<file path="config.mk">
export PLATFORM = sky130hd
export DESIGN_NAME = muller_c_bank
export DESIGN_NICKNAME = d
export VERILOG_FILES = /design/src/rtl/muller_c_pkg.sv /design/src/rtl/muller_c_cell.sv /design/src/rtl/muller_c_bank.sv
export SDC_FILE = /design/constraint.sdc
export NUM_CORES = 1
export LEC_CHECK = 0
export BUFFER_PORTS_ARGS = -buffer_cell sky130_fd_sc_hd__buf_2
export CORE_AREA = 8 8 65 67
export DETAILED_ROUTE_END_ITERATION = 10
export DIE_AREA = 0 0 73 75
export GPL_TIMING_DRIVEN = 0
export HOLD_SLACK_MARGIN = 0.12
export PLACE_DENSITY = 0.56
export SLEW_MARGIN = 20
export SYNTH_ARGS = -nofsm -noshare
export SYNTH_HDL_FRONTEND = slang
export SYNTH_HIERARCHICAL = 1
export SYNTH_SLANG_ARGS = --single-unit
</file>
<file path="constraint.sdc">
create_clock -name clk -period 1.85 [get_ports clk]
set_input_delay 0.0925 -clock clk [delete_from_list [all_inputs] [get_ports clk]]
set_output_delay 0.0925 -clock clk [all_outputs]
set_load 0.005 [all_outputs]
</file>
<file path="src/rtl/muller_c_pkg.sv">
// Shared constants and the C-element set/clear/hold rule for the muller_c bank.
// Pure declarations: no logic, no latency of its own.
// No flow control; the rule is evaluated combinationally by its users.
package muller_c_pkg;

  localparam int SYNC_MIN = 2;
  localparam int CNT_W    = 8;
  localparam int VEC_W    = 8;

  typedef enum logic [1:0] {
    C_HOLD = 2'd0,
    C_SET  = 2'd1,
    C_CLR  = 2'd2
  } c_act_e;

  // Classify a vector: only bits flagged in valid take part; an empty set holds.
  function automatic c_act_e c_action(input logic [VEC_W-1:0] vec,
                                      input logic [VEC_W-1:0] valid);
    c_act_e act;
    act = C_HOLD;
    if (valid != '0) begin
      if ((vec & valid) == valid) act = C_SET;
      else if ((vec & valid) == '0) act = C_CLR;
    end
    return act;
  endfunction

  // Next C-element state: all ones sets, all zeros clears, anything else holds.
  function automatic logic c_next(input logic cur,
                                  input logic [VEC_W-1:0] vec,
                                  input logic [VEC_W-1:0] valid);
    logic nxt;
    case (c_action(vec, valid))
      C_SET:   nxt = 1'b1;
      C_CLR:   nxt = 1'b0;
      default: nxt = cur;
    endcase
    return nxt;
  endfunction

endpackage

</file>
<file path="src/rtl/muller_c_cell.sv">
// One C-element channel: input synchroniser, per-input inversion, state register, optional counter.
// Latency: SYNC_STAGES+1 clk edges from in_i to c_o; en_i acts at the next edge.
// No backpressure; en_i low freezes state and counter. Counter present with MULLER_C_CNT_EN.
module muller_c_cell
  import muller_c_pkg::*;
#(
  parameter int               INPUTS      = 3,
  parameter logic [INPUTS-1:0] INV_MASK   = '0,
  parameter logic             RESET_VAL   = 1'b0,
  parameter int               SYNC_STAGES = 2
) (
  input  logic              clk,
  input  logic              rst_n,
  input  logic [INPUTS-1:0] in_i,
  input  logic              en_i,
  output logic              c_o
`ifdef MULLER_C_CNT_EN
  ,
  output logic [CNT_W-1:0]  cnt_o
`endif
);

  logic [INPUTS-1:0] r_sync [SYNC_STAGES];
  logic              r_c;
  logic [INPUTS-1:0] w_x;
  logic              w_c_nxt;

  // Synchroniser chain; stages reset to the inversion mask so every effective input starts at 0.
  always_ff @(posedge clk or negedge rst_n) begin
    if (!rst_n) begin
      for (int s = 0; s < SYNC_STAGES; s++) r_sync[s] <= INV_MASK;
    end else begin
      r_sync[0] <= in_i;
      for (int s = 1; s < SYNC_STAGES; s++) r_sync[s] <= r_sync[s-1];
    end
  end

  assign w_x     = r_sync[SYNC_STAGES-1] ^ INV_MASK;
  assign w_c_nxt = en_i ? c_next(r_c, VEC_W'(w_x), VEC_W'({INPUTS{1'b1}})) : r_c;

  // C-element state register.
  always_ff @(posedge clk or negedge rst_n) begin
    if (!rst_n) r_c <= RESET_VAL;
    else        r_c <= w_c_nxt;
  end

  assign c_o = r_c;

`ifdef MULLER_C_CNT_EN
  logic [CNT_W-1:0] r_cnt;

  // Count every output transition; a disabled channel cannot change state, so it also holds here.
  always_ff @(posedge clk or negedge rst_n) begin
    if (!rst_n)              r_cnt <= '0;
    else if (w_c_nxt != r_c) r_cnt <= r_cnt + CNT_W'(1);
  end

  assign cnt_o = r_cnt;
`endif

endmodule

</file>
<file path="src/rtl/muller_c_bank.sv">
// Bank of CHANNELS clocked C-elements plus a second-level C-element (done_o) over enabled outputs.
// Latency: in_i to c_o SYNC_STAGES+1 edges, c_o to done_o one more edge.
// No backpressure; four-phase signalling only. Optional counters/cnt_o with MULLER_C_CNT_EN.
module muller_c_bank
  import muller_c_pkg::*;
#(
  parameter int                        CHANNELS    = 4,
  parameter int                        INPUTS      = 3,
  parameter logic [CHANNELS*INPUTS-1:0] INV_MASK   = '0,
  parameter logic                      RESET_VAL   = 1'b0,
  parameter int                        SYNC_STAGES = 2
) (
  input  logic                       clk,
  input  logic                       rst_n,
  input  logic [CHANNELS*INPUTS-1:0] in_i,
  input  logic [CHANNELS-1:0]        en_i,
  output logic [CHANNELS-1:0]        c_o,
  output logic                       done_o
`ifdef MULLER_C_CNT_EN
  ,
  output logic [CHANNELS*CNT_W-1:0]  cnt_o
`endif
);

  // A single synchroniser flop is not metastability-safe; refuse to build.
  if (SYNC_STAGES < SYNC_MIN) begin : g_bad_sync
    $error("muller_c_bank: SYNC_STAGES must be at least SYNC_MIN");
  end

  logic [CHANNELS-1:0] w_c;
  logic                r_done;

  for (genvar k = 0; k < CHANNELS; k++) begin : g_cell
    muller_c_cell #(
      .INPUTS      (INPUTS),
      .INV_MASK    (INV_MASK[k*INPUTS +: INPUTS]),
      .RESET_VAL   (RESET_VAL),
      .SYNC_STAGES (SYNC_STAGES)
    ) u_cell (
      .clk   (clk),
      .rst_n (rst_n),
      .in_i  (in_i[k*INPUTS +: INPUTS]),
      .en_i  (en_i[k]),
      .c_o   (w_c[k])
`ifdef MULLER_C_CNT_EN
      ,
      .cnt_o (cnt_o[k*CNT_W +: CNT_W])
`endif
    );
  end

  // Completion C-element over enabled channels; with nothing enabled the valid set is empty and it holds.
  always_ff @(posedge clk or negedge rst_n) begin
    if (!rst_n) r_done <= RESET_VAL;
    else        r_done <= c_next(r_done, VEC_W'(w_c), VEC_W'(en_i));
  end

  assign c_o    = w_c;
  assign done_o = r_done;

endmodule
</file>
==> flow_metrics.py <==
metrics = {
    "drt": {
        "first_pass_iters": 4,
        "drc": 0,
        "avgViaCountPerCell": 4.11,
        "antenna_left": 0,
        "wl_per_cell_um": 10.4,
        "drt_iter0_markers": 17,
        "wl_mm": 1.53,
        "vias": 608,
    },
    "global_routing": {
        "gr-usage-met2": 0.104,
        "overflow": 0,
        "gr-usage-met1": 0.0608,
        "met3_usage": 0.0453,
        "grt_pass1_wl_mm": 2.59,
        "grt_max_degree": 30,
        "antenna_found_initial": 0,
        "grt_usage": 0.0646,
        "grt_pass1_vias": 616,
        "busiest_layer": "met2",
    },
    "timing": {
        "rsz0062_at_grt": "false",
        "worst_pin_slew_ns": 0.587,
        "final_max_slew_viol_count": 0,
        "hold_viol_final": 0,
        "period_minus_slack_ns": 1.58,
        "setup_tns_ns": 0,
        "whs_ns": 0.144,
        "clock.fmax_mhz": 632,
        "slew_headroom": 0.609,
        "setup_viol": 0,
        "finalCritPeriodShare": 0.855,
        "finClkSkew_ns": 0.0110,
    },
    "logic_synthesis": {
        "synth_area_leaders": "dfrtp_1 78%, nor4b_2 6.5%, a31oi_1 2.7%, nor3_1 2.2%, a221oi_1 1.9%",
        "synthXorXnorAreaFrac": 0,
        "synth_fa_ha_area_frac": 0.0135,
        "yosysMostFrequentCell": "dfrtp_1",
        "ys_ff_latch": 29,
        "synth_top_family_by_area": "simple AND/OR/NAND/NOR gates",
        "ys_types": 13,
        "muxShareOfSynthArea": 0,
        "synth-compound-area-share": 0.0717,
        "yosys.area.top_type_share": 0.785,
        "synth_warnings": 6,
        "synth_area_um2": 925,
        "synth_ff_type": "dfrtp_1",
        "synth-simple-area-share": 0.114,
        "syn-num-nets": 76,
        "synth_edf_count": 0,
        "yosys.area.top_type": "dfrtp_1",
        "syn-mean-instance-area_um2": 16.2,
        "synth_seq_area_share": 0.785,
        "synthCells": 57,
        "async_reset_ff_frac": 1.00,
    },
    "die": {
        "core-area_mm2": 0.00323,
        "die-area_mm2": 0.00548,
        "die_w_um": 73,
        "fp.dieH_um": 75,
        "start_util": 0.286,
        "io_pins": 23,
        "rows": 21,
    },
    "setup_path": {
        "cp.arrival_ns": 1.78,
        "crit_required_ns": 2.05,
        "cpLargestDelayFamily": "buffers and inverters",
        "crit_path_max_fanout": 5,
        "crit_chain": "dlygate4sd3_1 > buf_2 > nor4_1 > a221o_1 > a221oi_1 > ha_1 > nand2_1 > o21ai_0",
        "startpoint_type": "input port",
        "crit_buf_inv": 2,
        "crit_path_top_delay_cell": "dlygate4sd3_1",
        "cpPeakStageDelay_ns": 0.53,
        "cp-end-kind": "flop",
        "crit_type": "input port to flop",
    },
    "cells_and_area": {
        "ff_latch_area_um2": 726,
        "areaGrowthSynthToFinish_pct": 39.9,
        "diodes": 0,
        "instances_no_fill": 148,
        "drive_gt1_frac": 0.324,
        "design_area_mm2": 0.00129,
        "final_nets": 120,
        "fill_cells": 307,
        "multiInputGateArea_um2": 184,
    },
    "power_and_ir_drop": {
        "combPwrFrac": 0.092,
        "internal-power_uw": 877,
        "p_seq_frac": 0.611,
        "p_per_area_mw_per_mm2": 880,
        "power.leakage_nw": 0.589,
        "switching_share": 0.229,
        "power_switching_uw": 261,
        "ir_drop_v": 0.000452,
        "power_frac_clock": 0.297,
    },
    "cts": {
        "numCtsBuffers": 5,
        "clk_pin_slew_ns": 0.09,
        "cts_resized": 0,
        "htreeDepth": 2,
        "ctsRootBufferMaster": "clkbuf_4",
        "clkLatencyLatePin_ns": 0.31,
        "postCtsSetupRepairBufs": 0,
        "cts_tree": "yes",
        "hold_buffers": 15,
        "clock_path_buffers": 2,
        "cts_sinks": 29,
    },
    "place": {
        "gp_congestion": 0.647,
        "io_buffers": 22,
        "placed_cells": 125,
        "dp_hpwl_mm": 1.13,
        "placed_area_mm2": 0.00109,
    },
    "job": {
        "drv_cap": 0,
    },
    "hold_path": {
        "hp-class": "input port to flop",
    },
    "status": {
        "status": "complete, no violations",
    },
}
through the flow:
step                      setup slack, ns  power (mW)  utilization
after global placement              0.370       0.786        0.338
after global routing                0.118        1.20        0.400
after floorplan                     0.410       0.736            -
after CTS                           0.251        1.16        0.400
after detailed placement            0.302       0.792        0.338
final                               0.268        1.14        0.400
routing by layer:
| metal | part of all wire | up-vias |
|---|---|---|
| met5 | 0 | - |
| li1 | - | 295 |
| met3 | 0.084 | 3 |
| met4 | 0.019 | 0 |
| met2 | 0.50 | 15 |
| met1 | 0.39 | 295 |
sequential cells by signal, summed over array words and instances, names as in the netlist:
name	flops
g_cell.u_cell/w_x	12
done_o	1
g_cell.u_cell/r_sync	12
g_cell.u_cell/c_o	4
placed cells by master, fill, tap and decap left out:
cell type and instances:
inv_1 4, nand2_1 1, o221ai_1 1, o21ai_0 1
ha_1 1, nor4_1 1, a31oi_1 4, clkinv_2 2
nor2_1 4, a221oi_1 2, dfrtp_1 29, buf_2 22
nor4b_2 4, a221o_1 1, dlygate4sd3_1 15, clkbuf_1 1
clkbuf_4 5, nor3_1 4
worst reg2reg max path, stage by stage (launching register included):
cell and delay (ns):
dfrtp_1 0.44, a221o_1 0.33, a221oi_1 0.23, ha_1 0.29
nand2_1 0.06, o21ai_0 0.08
power groups by stage:
stage	clock, mW	sequential (mW)	combinational, mW
detailed placement	0	0.708	0.0840
floorplan	0	0.705	0.0305
finish	0.338	0.695	0.105
global placement	0	0.706	0.0794
CTS	0.356	0.696	0.109
global route	0.381	0.701	0.121
final cells by class:
type	count	area share
Clock buffer	6	0.0319
Clock inverter	2	0.00774
Inverter	4	0.0116
Multi-Input combinational cell	24	0.142
Sequential cell	29	0.561
Tap cell	46	0.0445
Timing Repair Buffer	37	0.201
logic make-up after synthesis:
logic type | Yosys count
buf+inv | 4
simple gates | 14
compound gates | 9
flops | 29
fa+ha+maj | 1
path summary, 6_finish.rpt:
kind                                                      start                                    to  slack (ns)  cells past startpoint
setup / recovery                                        en_i[2]                    done_o$_DFFE_PN0P_        0.27                      8
hold / removal                                          en_i[3]      g_cell[3].u_cell/c_o$_DFFE_PN0P_        0.14                      3
setup reg to reg               g_cell[3].u_cell/c_o$_DFFE_PN0P_                    done_o$_DFFE_PN0P_        0.30                      5
hold reg to reg            g_cell[3].u_cell/r_sync[4]$_DFF_PN0_     g_cell[3].u_cell/w_x[1]$_DFF_PN0_        0.35                      0
max in group asynchronous                                 rst_n  g_cell[2].u_cell/r_sync[5]$_DFF_PN0_        1.15                      2
min in group asynchronous                                 rst_n  g_cell[3].u_cell/r_sync[5]$_DFF_PN0_        0.31                      2
Power figures use the tool's default switching activity.
